## config.mk

```make
export PLATFORM = sky130hd
export DESIGN_NAME = apb_1553_if_flat
export DESIGN_NICKNAME = d
export VERILOG_FILES = /design/src/rtl/apb_1553_pkg.sv /design/src/rtl/apb_1553_bus_if.sv /design/src/rtl/apb_1553_regs.sv /design/src/rtl/apb_1553_if.sv /design/src/flat_wrapper.sv
export SDC_FILE = /design/constraint.sdc
export NUM_CORES = 1
export LEC_CHECK = 0
export ABC_AREA = 1
export CAP_MARGIN = 10
export CORE_ASPECT_RATIO = 1.1
export CORE_MARGIN = 4
export CORE_UTILIZATION = 46
export DETAILED_ROUTE_END_ITERATION = 7
export PLACE_DENSITY_LB_ADDON = 0.12
export SYNTH_ARGS = -nofsm -noshare
export SYNTH_HDL_FRONTEND = slang
export SYNTH_HIERARCHICAL = 1
export SYNTH_SLANG_ARGS = --single-unit
```

## constraint.sdc

```tcl
create_clock -name clk -period 5.5 [get_ports clk]
set_input_delay 0.55 -clock clk [delete_from_list [all_inputs] [get_ports clk]]
set_output_delay 0.55 -clock clk [all_outputs]
set_load 0.05 [all_outputs]
```

## src/rtl/apb_1553_pkg.sv

```systemverilog
// Shared constants for the APB front end of the 1553B core: register offsets,
// CTRL/STATUS bit positions, FSM state encodings and the sticky error bundle.
package apb_1553_pkg;

    // Word offsets, decoded from paddr[4:2]
    localparam logic [2:0] REG_CTRL   = 3'd0;
    localparam logic [2:0] REG_STATUS = 3'd1;
    localparam logic [2:0] REG_TXDATA = 3'd2;
    localparam logic [2:0] REG_RXDATA = 3'd3;
    localparam logic [2:0] REG_COUNT  = 3'd4;

    localparam int CTRL_PARITY = 0;
    localparam int CTRL_RX_IE  = 1;
    localparam int CTRL_TX_IE  = 2;
    localparam int CTRL_ERR_IE = 3;

    localparam int STAT_RX_UNEMPTY  = 0;
    localparam int STAT_TX_UNFULL   = 1;
    localparam int STAT_RX_UNDERRUN = 2;
    localparam int STAT_TX_TIMEOUT  = 3;
    localparam int STAT_BAD_ADDR    = 4;

    typedef logic [1:0] apb_state_t;

    localparam apb_state_t ST_IDLE    = 2'd0;
    localparam apb_state_t ST_ACCESS  = 2'd1;
    localparam apb_state_t ST_TX_WAIT = 2'd2;

    typedef struct packed {
        logic bad_addr;
        logic tx_timeout;
        logic rx_underrun;
    } err_flags_t;

    function automatic logic is_mapped(input logic [2:0] sel);
        return sel <= REG_COUNT;
    endfunction

endpackage

```

## src/rtl/apb_1553_bus_if.sv

```systemverilog
// APB3 signal bundle between the SoC fabric (master) and the 1553B front end (slave).
interface apb_1553_bus_if #(
    parameter int ADDR_W = 12
) ();

    logic              psel;
    logic              penable;
    logic              pwrite;
    logic [ADDR_W-1:0] paddr;
    logic [31:0]       pwdata;
    logic [31:0]       prdata;
    logic              pready;
    logic              pslverr;

    modport master (
        output psel, penable, pwrite, paddr, pwdata,
        input  prdata, pready, pslverr
    );

    modport slave (
        input  psel, penable, pwrite, paddr, pwdata,
        output prdata, pready, pslverr
    );

endinterface

```

## src/rtl/apb_1553_regs.sv

```systemverilog
// Register file for the 1553B APB front end: CTRL, sticky STATUS errors,
// word counters and the registered level interrupt.
module apb_1553_regs
    import apb_1553_pkg::*;
(
    input  logic        clk,
    input  logic        rst,
    input  logic        wr_en,
    input  logic [2:0]  reg_sel,
    input  logic [4:0]  wdata,
    input  logic        tx_push,
    input  logic        rx_pop,
    input  err_flags_t  err_ev,
    input  logic        r_fifo_unempty,
    input  logic        w_fifo_unfull,
    output logic        parity_set,
    output logic        irq,
    output logic [31:0] reg_rdata
);

    logic       rx_ie;
    logic       tx_ie;
    logic       err_ie;
    err_flags_t sticky;
    err_flags_t w1c_mask;
    logic [15:0] tx_count;
    logic [15:0] rx_count;
    logic        wr_ctrl;
    logic        wr_status;
    logic        wr_count;

    assign wr_ctrl   = wr_en && (reg_sel == REG_CTRL);
    assign wr_status = wr_en && (reg_sel == REG_STATUS);
    assign wr_count  = wr_en && (reg_sel == REG_COUNT);

    always_comb begin
        w1c_mask             = '0;
        w1c_mask.rx_underrun = wr_status & wdata[STAT_RX_UNDERRUN];
        w1c_mask.tx_timeout  = wr_status & wdata[STAT_TX_TIMEOUT];
        w1c_mask.bad_addr    = wr_status & wdata[STAT_BAD_ADDR];
    end

    always_ff @(posedge clk) begin
        if (rst) begin
            parity_set <= 1'b0;
            rx_ie      <= 1'b0;
            tx_ie      <= 1'b0;
            err_ie     <= 1'b0;
        end else if (wr_ctrl) begin
            parity_set <= wdata[CTRL_PARITY];
            rx_ie      <= wdata[CTRL_RX_IE];
            tx_ie      <= wdata[CTRL_TX_IE];
            err_ie     <= wdata[CTRL_ERR_IE];
        end
    end

    // A new event on a bit outranks a W1C of that same bit in the same cycle
    always_ff @(posedge clk) begin
        if (rst) begin
            sticky <= '0;
        end else begin
            sticky <= (sticky & ~w1c_mask) | err_ev;
        end
    end

    // Clear outranks a coincident increment
    always_ff @(posedge clk) begin
        if (rst) begin
            tx_count <= '0;
            rx_count <= '0;
        end else if (wr_count) begin
            tx_count <= '0;
            rx_count <= '0;
        end else begin
            if (tx_push) begin
                tx_count <= tx_count + 16'd1;
            end
            if (rx_pop) begin
                rx_count <= rx_count + 16'd1;
            end
        end
    end

    always_ff @(posedge clk) begin
        if (rst) begin
            irq <= 1'b0;
        end else begin
            irq <= (rx_ie & r_fifo_unempty)
                 | (tx_ie & w_fifo_unfull)
                 | (err_ie & (sticky.rx_underrun | sticky.tx_timeout | sticky.bad_addr));
        end
    end

    always_comb begin
        reg_rdata = '0;
        case (reg_sel)
            REG_CTRL: begin
                reg_rdata[CTRL_PARITY] = parity_set;
                reg_rdata[CTRL_RX_IE]  = rx_ie;
                reg_rdata[CTRL_TX_IE]  = tx_ie;
                reg_rdata[CTRL_ERR_IE] = err_ie;
            end
            REG_STATUS: begin
                reg_rdata[STAT_RX_UNEMPTY]  = r_fifo_unempty;
                reg_rdata[STAT_TX_UNFULL]   = w_fifo_unfull;
                reg_rdata[STAT_RX_UNDERRUN] = sticky.rx_underrun;
                reg_rdata[STAT_TX_TIMEOUT]  = sticky.tx_timeout;
                reg_rdata[STAT_BAD_ADDR]    = sticky.bad_addr;
            end
            REG_COUNT: begin
                reg_rdata = {rx_count, tx_count};
            end
            default: begin
                reg_rdata = '0;
            end
        endcase
    end

endmodule

```

## src/rtl/apb_1553_if.sv

```systemverilog
// APB3 slave front end for the 1553B core: APB FSM, TX-full stall counter and
// the decoder-pop / encoder-push strobes; registers live in apb_1553_regs.
//
//   state      | meaning
//   -----------+---------------------------------------------------------
//   ST_IDLE    | no transfer in progress, waiting for an APB setup phase
//   ST_ACCESS  | access phase; completes this cycle unless TXDATA write hits a full FIFO
//   ST_TX_WAIT | TXDATA write stalled on a full encoder FIFO, bounded by TX_TIMEOUT
module apb_1553_if
    import apb_1553_pkg::*;
#(
    parameter int ADDR_W     = 12,
    parameter int TX_TIMEOUT = 256
) (
    input  logic          clk,
    input  logic          rst,
    apb_1553_bus_if.slave apb,
    output logic          irq,
    output logic          parity_set,
    output logic          r_fifo_rd,
    input  logic          r_fifo_unempty,
    input  logic [23:0]   r_fifo_data,
    output logic          w_fifo_wd,
    input  logic          w_fifo_unfull,
    output logic [23:0]   w_fifo_data
);

    localparam int CNT_W = $clog2(TX_TIMEOUT + 1);

    apb_state_t       state;
    apb_state_t       state_nxt;
    logic [CNT_W-1:0] stall_cnt;
    logic [2:0]       reg_sel;
    logic             in_access;
    logic             in_wait;
    logic             sel_tx_wr;
    logic             sel_rx_rd;
    logic             tx_stall;
    logic             timeout_hit;
    logic             done;
    logic             reg_wr_en;
    err_flags_t       err_ev;
    logic [31:0]      reg_rdata;
    logic [31:0]      rdata_mux;
    logic             unused_bits;

    assign unused_bits = ^{apb.paddr[ADDR_W-1:5], apb.paddr[1:0], apb.pwdata[31:24]};

    assign reg_sel   = apb.paddr[4:2];
    assign in_access = (state == ST_ACCESS) && apb.psel && apb.penable && !rst;
    assign in_wait   = (state == ST_TX_WAIT) && !rst;
    assign sel_tx_wr = apb.pwrite && (reg_sel == REG_TXDATA);
    assign sel_rx_rd = !apb.pwrite && (reg_sel == REG_RXDATA);

    assign tx_stall    = in_access && sel_tx_wr && !w_fifo_unfull;
    // A late unfull wins over a timeout that lands in the same cycle
    assign timeout_hit = in_wait && !w_fifo_unfull && (stall_cnt == CNT_W'(TX_TIMEOUT));
    assign done        = (in_access && !tx_stall) || (in_wait && (w_fifo_unfull || timeout_hit));

    assign w_fifo_wd   = (in_access && sel_tx_wr && w_fifo_unfull) || (in_wait && w_fifo_unfull);
    assign r_fifo_rd   = in_access && sel_rx_rd && r_fifo_unempty;
    assign w_fifo_data = apb.pwdata[23:0];

    always_comb begin
        err_ev             = '0;
        err_ev.rx_underrun = in_access && sel_rx_rd && !r_fifo_unempty;
        err_ev.bad_addr    = in_access && !is_mapped(reg_sel);
        err_ev.tx_timeout  = timeout_hit;
    end

    assign reg_wr_en   = in_access && apb.pwrite && is_mapped(reg_sel);
    assign apb.pready  = done;
    assign apb.pslverr = err_ev.rx_underrun | err_ev.bad_addr | err_ev.tx_timeout;

    always_comb begin
        rdata_mux = '0;
        if (in_access && !apb.pwrite) begin
            case (reg_sel)
                REG_CTRL, REG_STATUS, REG_COUNT: rdata_mux = reg_rdata;
                REG_RXDATA: rdata_mux = r_fifo_unempty ? {8'h00, r_fifo_data} : 32'h0;
                default:    rdata_mux = '0;
            endcase
        end
    end

    assign apb.prdata = rdata_mux;

    always_comb begin
        state_nxt = state;
        case (state)
            ST_IDLE: begin
                if (apb.psel && !apb.penable) begin
                    state_nxt = ST_ACCESS;
                end
            end
            ST_ACCESS: begin
                if (tx_stall) begin
                    state_nxt = ST_TX_WAIT;
                end else if (in_access || !apb.psel) begin
                    state_nxt = ST_IDLE;
                end
            end
            ST_TX_WAIT: begin
                if (done) begin
                    state_nxt = ST_IDLE;
                end
            end
            default: begin
                state_nxt = ST_IDLE;
            end
        endcase
    end

    always_ff @(posedge clk) begin
        if (rst) begin
            state <= ST_IDLE;
        end else begin
            state <= state_nxt;
        end
    end

    always_ff @(posedge clk) begin
        if (rst) begin
            stall_cnt <= '0;
        end else if (tx_stall) begin
            stall_cnt <= '0;
        end else if (in_wait && !done) begin
            stall_cnt <= stall_cnt + CNT_W'(1);
        end
    end

    apb_1553_regs u_regs (
        .clk            (clk),
        .rst            (rst),
        .wr_en          (reg_wr_en),
        .reg_sel        (reg_sel),
        .wdata          (apb.pwdata[4:0]),
        .tx_push        (w_fifo_wd),
        .rx_pop         (r_fifo_rd),
        .err_ev         (err_ev),
        .r_fifo_unempty (r_fifo_unempty),
        .w_fifo_unfull  (w_fifo_unfull),
        .parity_set     (parity_set),
        .irq            (irq),
        .reg_rdata      (reg_rdata)
    );

endmodule

```

## src/flat_wrapper.sv

```systemverilog
// flat-port wrapper written by rule: the top's interface ports become plain ports
module apb_1553_if_flat import apb_1553_pkg::*;
#(
    parameter int ADDR_W     = 12,
    parameter int TX_TIMEOUT = 256
)
  (clk, rst, irq, parity_set, r_fifo_rd, r_fifo_unempty, r_fifo_data, w_fifo_wd, w_fifo_unfull, w_fifo_data, apb_psel, apb_penable, apb_pwrite, apb_paddr, apb_pwdata, apb_prdata, apb_pready, apb_pslverr);
  apb_1553_bus_if #(.ADDR_W(ADDR_W)) apb_i ();
  input  logic clk;
  input  logic rst;
  output logic irq;
  output logic parity_set;
  output logic r_fifo_rd;
  input  logic r_fifo_unempty;
  input  logic [23:0] r_fifo_data;
  output logic w_fifo_wd;
  input  logic w_fifo_unfull;
  output logic [23:0] w_fifo_data;
  input wire logic [$bits(apb_i.psel)-1:0] apb_psel;
  input wire logic [$bits(apb_i.penable)-1:0] apb_penable;
  input wire logic [$bits(apb_i.pwrite)-1:0] apb_pwrite;
  input wire logic [$bits(apb_i.paddr)-1:0] apb_paddr;
  input wire logic [$bits(apb_i.pwdata)-1:0] apb_pwdata;
  output wire logic [$bits(apb_i.prdata)-1:0] apb_prdata;
  output wire logic [$bits(apb_i.pready)-1:0] apb_pready;
  output wire logic [$bits(apb_i.pslverr)-1:0] apb_pslverr;
  assign apb_i.psel = apb_psel;
  assign apb_i.penable = apb_penable;
  assign apb_i.pwrite = apb_pwrite;
  assign apb_i.paddr = apb_paddr;
  assign apb_i.pwdata = apb_pwdata;
  assign apb_prdata = apb_i.prdata;
  assign apb_pready = apb_i.pready;
  assign apb_pslverr = apb_i.pslverr;
  apb_1553_if #(.ADDR_W(ADDR_W), .TX_TIMEOUT(TX_TIMEOUT)) u_core (.clk(clk), .rst(rst), .apb(apb_i), .irq(irq), .parity_set(parity_set), .r_fifo_rd(r_fifo_rd), .r_fifo_unempty(r_fifo_unempty), .r_fifo_data(r_fifo_data), .w_fifo_wd(w_fifo_wd), .w_fifo_unfull(w_fifo_unfull), .w_fifo_data(w_fifo_data));
endmodule
```

==> Yosys cells after proc, flatten, opt, wreduce, memory -nomap -nowiden <==
Cells that the tools add are included.
{ "totals": {"ff_bits": 51, "ramBits": 0, "wordCells": 97, "latchBits": 0, "in_bits": 75, "mem_bits_ro": 0, "mem_count": 0, "output_inout_bits": 62} }
{ "op_classes": {"n_lt_le_gt_ge": 1, "mul": 0, "eq_ne": 10, "div_mod_pow": 0, "addsub": 3, "n_bitwise": 15, "reduce_logical": 45, "shifts": 0, "muxes": 11} }
{ "op_table": {"columns": ["op", "n"], "rows": [
  ["one-hot mux 32 bit (2 select lines)", 1],
  ["adder 16 x 1 -> 16 bit, second input constant", 2],
  ["two-way mux 32 bit", 1],
  ["two-way mux 27 bit", 1],
  ["logical AND 1 bit", 26],
  ["two-way mux 24 bit", 1],
  ["one-hot mux 4 bit (3 select lines)", 1],
  ["adder 9 x 1 -> 9 bit, second input constant", 1],
  ["== test 9 bit, second input constant", 1],
  ["zero test 1 bit", 9],
  ["two-way mux 2 bit", 4],
  ["bitwise AND 1 bit", 6],
  ["== test 3 x 2 -> 1 bit, second input constant", 2],
  ["OR 1 bit", 6],
  ["one-hot mux 2 bit (3 select lines)", 1],
  ["logical OR 1 bit", 4],
  ["inequality test 2 x 1 -> 1 bit, second input constant", 2],
  ["OR reduction 2 bit", 2],
  ["bitwise AND 3 bit", 1],
  ["== test 3 x 1 -> 1 bit, second input constant", 1],
  ["== test 3 bit, second input constant", 1],
  ["less-or-equal comparator 3 bit, second input constant", 1],
  ["zero test 3 bit", 1],
  ["inequality test 3 x 2 -> 1 bit, second input constant", 1],
  ["other kinds (8)", 8]
]} }

==> Longest topological paths before layout <==
{ "logic_depth": {"word_depth": 11, "mapped_depth": 15} }

==> Cells and area by module <==
The synthesis kept the hierarchy.
{ "by_module_without_submodules": {"columns": ["mod", "seq_area_each_um2", "area_per_inst_um2", "cells_per_inst", "instances"], "rows": [
  ["apb_1553_regs", 800.8, 2239.6, 348, 1],
  ["apb_1553_if", 220.2, 1473.9, 245, 1]
]} }

==> Worst setup path before layout <==
Ideal clock, no wire load.
{ "synth_timing": {"path_kind": "input port to flip-flop", "start": "input rst", "end": "register u_core.u_regs.rx_count[8]", "path_stages": 13, "arrival_time_ns": 2.967, "setup_time_ns": 0.117, "path_slack_ns": 2.416, "cell_sequence": "inv_2 nand2_2 nor2_4 inv_2 nor2_4 inv_2 nor3_1 buf_6 nand3_4 nor2_4 nand2_2 o21ai_0 nor2_1"} }
{ "synth_lines": {"columns": ["element", "line_no", "rtl"], "rows": [
  ["from (decl)", "flat_wrapper.sv:10", "input logic rst;"],
  ["zero test 1 bit", "apb_1553_if.sv:50", "assign in_access = (state == ST_ACCESS) && apb.psel && apb.penable && !rst;"],
  ["logical AND 1 bit", "apb_1553_if.sv:50", null],
  ["logical AND 1 bit (2 in a row)", "apb_1553_if.sv:61", "assign r_fifo_rd = in_access && sel_rx_rd && r_fifo_unempty;"],
  ["via r_fifo_rd", "flat_wrapper.sv:13", "output logic r_fifo_rd;"],
  ["to (signal assigned)", "apb_1553_regs.sv:79", "rx_count <= rx_count + 16'd1;"],
  ["to (decl)", "apb_1553_regs.sv:27", "logic [15:0] rx_count;"]
]} }
The timed path passes the listed nets, and every way through them passes these cells.
A chain may end at the register's enable or synchronous reset.

==> Final worst setup path <==
{ "layout_timing": {"start": "input apb_paddr[2]", "end": "output apb_prdata[4]"} }
{ "layout_between": {"elab_chain_cells": 4} }
{ "layout_lines": {"columns": ["element", "line_no", "rtl"], "rows": [
  ["from (decl)", "flat_wrapper.sv:22", "input wire logic [$bits(apb_i.paddr)-1:0] apb_paddr;"],
  ["== test 3 bit / == test 3 x 1 -> 1 bit (equally long branches)", "apb_1553_regs.sv:96", "case (reg_sel)"],
  ["one-hot mux 1 bit (2 select lines) *", "apb_1553_regs.sv:96", null],
  ["via u_core.reg_rdata[4]", "apb_1553_if.sv:43", "logic [31:0] reg_rdata;"],
  ["one-hot mux 32 bit (2 select lines) *", "apb_1553_if.sv:78", "case (reg_sel)"],
  ["two-way mux 32 bit *", "apb_1553_if.sv:77", "if (in_access && !apb.pwrite) begin"],
  ["to (decl)", "flat_wrapper.sv:24", "output wire logic [$bits(apb_i.prdata)-1:0] apb_prdata;"]
]} }
Mark *: on every way through the listed nets, which the timed path passes. The rest lies on a longest branch.

==> metrics.txt <==
ys async rst share=0; CP max FO=31; hpwl dp=7159 um; Post-Syn Instances=593; Top delay family on crit path=buffers and inverters; initial core utilization=0.4719; # nets final=719; I/O pins=137; # fillers=786; r2r setup slk=3120 ps; Rows=34; postcts setup bufs=0; setup_tns=0 ps; warning count from the yosys run=6; pwr/cell area=158.1 nW/um^2; CTS Buf Count=5; EDFF count, synth=0; Reg clk slew, reported paths=110 ps; R2R depth=11; largest family of logic cells by synthesized area=simple AND/OR/NAND/NOR gates; crit path cell chain=clkdlybuf4s50_1 -> nor2_1 -> nand2_1 -> o21ai_0 -> a22oi_1 -> nor2_1 -> clkdlybuf4s50_1; Worst path max stage delay=810 ps; # H-tree levels=2; Post-synth top cells=nand2_1, nor2_1, inv_1; placed insts=741; DR iter-0 viols=194; Layout Cells excl Fill=749; I/O Buffers=81; core region area=7870 sq um; Synth Flop Type=dfxtp_1; clk_skew=15.14 ps; remaining antenna violation count=0; clock root buffer=clkbuf_8; worst slew pin tran=1151 ps; vias in the first global route=3,537; initial antenna violation count=0; leakage power=0.001568 uW; RSZ-0062 raised after global routing=no; min-delay worst type=reg2reg; Synth Area in Adders=0.01348; die height=102.2 um; ant diodes=0; Avg Inst Size Synth=6.262 sq um; Cell variety after synth=38; largest net degree at the start of global routing=33; XOR/XNOR Fraction of Synth Area=0.009434; Setup CP Type=in2out; Gates resized, CTS repair=0; area of the multi-input gates=2083 sq um; status=finished, final reports clean; DIE AREA=9576 sq um; setup violators final=0; post-synthesis mux area share=0.002695; layout cell share with drive strength beyond 1=0.08268; shortest period the worst path allows=4016 ps; DRC Markers=0; Hold Path Origin=u_core/u_regs/tx_count[12]; crit path capture type=output pin; maximum vdd ir drop=0.1310 mV; # clock sinks=51; max_slew headroom=0.2305; Synth Area in Simple Gates=0.4084; Hold Path Sink=u_core/u_regs/tx_count[12]; Yosys reg bits=51; Vias=3,752; CTS tree=done; FMAX=0.2490 GHz; Yosys top cell by area=dfxtp_1; Slew Limit Fails=0; Slowest cell on crit path=clkdlybuf4s50_1; routability congestion estimate=0.8632; Die Span X=93.67 um; Req. time, crit path=4950 ps; drt via density=5.009; CTS Hold Buffers Added=0; crit path launch type=input pin; hold path depth=1; Overflow after GRT=0; total wire length=9572 um; reg-to-reg startpoint=u_core/state[1]; sequential cell area=1021 sq um; synth top area cells=dfxtp_1, nand2_1, nor2_1, inv_1, buf_4; wire per inst=12.78 um; DR pass1 iterations=5; synthesized area=3714 sq um; Tcrit/Tclk final=0.7302; Final Hold Viols=0; Post-Syn Nets=672; GRT Util Overall=0.2036; Worst Path Buf+Inv=2; top cell type's share of synthesized area=0.2749; Clk Latency, worst-skew pair=310 ps; register area share after synthesis=0.2749; Worst R2R End=u_core/u_regs/tx_count[14]; global-route wire length before repair=16,070 um; max cap viols=0; crit path DAT=3470 ps; area grow syn2layout=20.89%; post-synthesis compound-gate area fraction=0.1270; maximum clock path buffer count=2
[placed cells by master (no fill, tap or decap), types with 2 or more instances in the layout]
cell / netlist / routed
a21oi_1: 35 / 35
a22oi_1: 24 / 24
buf_4: 26 / 3
clkbuf_8: 0 / 5
clkdlybuf4s50_1: 0 / 81
dfxtp_1: 51 / 51
ha_1: 4 / 4
inv_1: 74 / 74
inv_2: 7 / 7
nand2_1: 118 / 118
nand2_2: 5 / 5
nand3_1: 31 / 31
nand3_2: 2 / 2
nand3b_1: 2 / 2
nand4_1: 14 / 14
nor2_1: 118 / 118
nor2_2: 11 / 11
nor2_4: 9 / 9
nor3_1: 16 / 16
o21ai_0: 9 / 9
o21ai_2: 2 / 2
xor2_1: 4 / 4
[worst reg2reg max path, cell delays in order, from the launching register on]
cell	delay, ps
dfxtp_1	410
nand2_1	90
nor2_2	410
inv_1	120
a21oi_1	440
nand2_1	190
nor2_2	230
nand2_2	90
nor2_2	140
nand3_1	90
nand2_1	60
nor2_1	40
[through the flow]
| stage | instance area (sq um) | total power [uW] | setup slack [ps] | hold WS, ps | utilization |
|---|---|---|---|---|---|
| 6_report | 4489 | 709.8 | 1484 | 455.7 | 0.5704 |
| 5_1_grt | 4489 | 740.9 | 1200 | 489.0 | 0.5704 |
| 4_1_cts | 4489 | 719.7 | 1455 | 456.2 | 0.5704 |
| 3_5_place_dp | 4377 | 454.4 | 1453 | 440.9 | 0.5561 |
| 3_3_place_gp | 4377 | 453.6 | 1517 | 436.1 | 0.5561 |
| 2_1_floorplan | 3714 | 452.3 | 2416 | 424.4 | - |
[kinds of logic (layout without fill, tap and decap cells)]
family / after synthesis / after routing
xor+xnor: 4 / 4
compound gates: 76 / 76
flops: 51 / 51
mux: 1 / 1
simple gates: 332 / 332
fa+ha+maj: 4 / 4
buf+inv: 125 / 173
[sequential cells by signal (all words and copies together) (netlist names)]
| signal | cells |
|---|---|
| u_core/u_regs/err_ie | 1 |
| u_core/u_regs/rx_count | 16 |
| u_core/u_regs/irq | 1 |
| u_core/u_regs/tx_ie | 1 |
| u_core/state | 2 |
| u_core/u_regs/tx_count | 16 |
| u_core/stall_cnt | 9 |
| u_core/u_regs/rx_ie | 1 |
| u_core/u_regs/parity_set | 1 |
| u_core/u_regs/sticky | 3 |
[routing by layer]
layer  GRT usage  vias to the layer above  wire, um  part of all wire
met5           0                        -         0                 0
met2      0.3526                      117      4512              0.47
li1            -                     1957         -                 -
met1      0.2611                     1669      4372              0.46
met3     0.03682                        9       604             0.063
met4     0.05556                        0        82            0.0086
[cell type report]
cell class,instances,area share
Clock inverter,3,0.009755
Sequential cell,51,0.2274
Inverter,81,0.06773
Timing Repair Buffer,84,0.1856
Clock buffer,5,0.01533
Multi-Input combinational cell,417,0.4640
Tap cell,108,0.03010
[worst max-delay path by stage]
stage | from | endpoint | slack (ps) | cells past startpoint
after floorplan | rst | u_core/u_regs/rx_count[8] | 2420 | 13
after global placement | apb_paddr[2] | apb_prdata[4] | 1520 | 7
after detailed placement | apb_paddr[2] | apb_prdata[4] | 1450 | 7
after CTS | apb_paddr[4] | apb_prdata[4] | 1460 | 6
after global routing | apb_paddr[2] | apb_prdata[4] | 1200 | 7
final | apb_paddr[2] | apb_prdata[4] | 1480 | 7
[power by group]
group | internal, uW | switching [uW] | total (uW)
registers | 369 | 0.372 | 370
clock network | 136 | 128 | 264
logic | 34.1 | 41.9 | 76.0
Power figures use the tool's default switching activity.
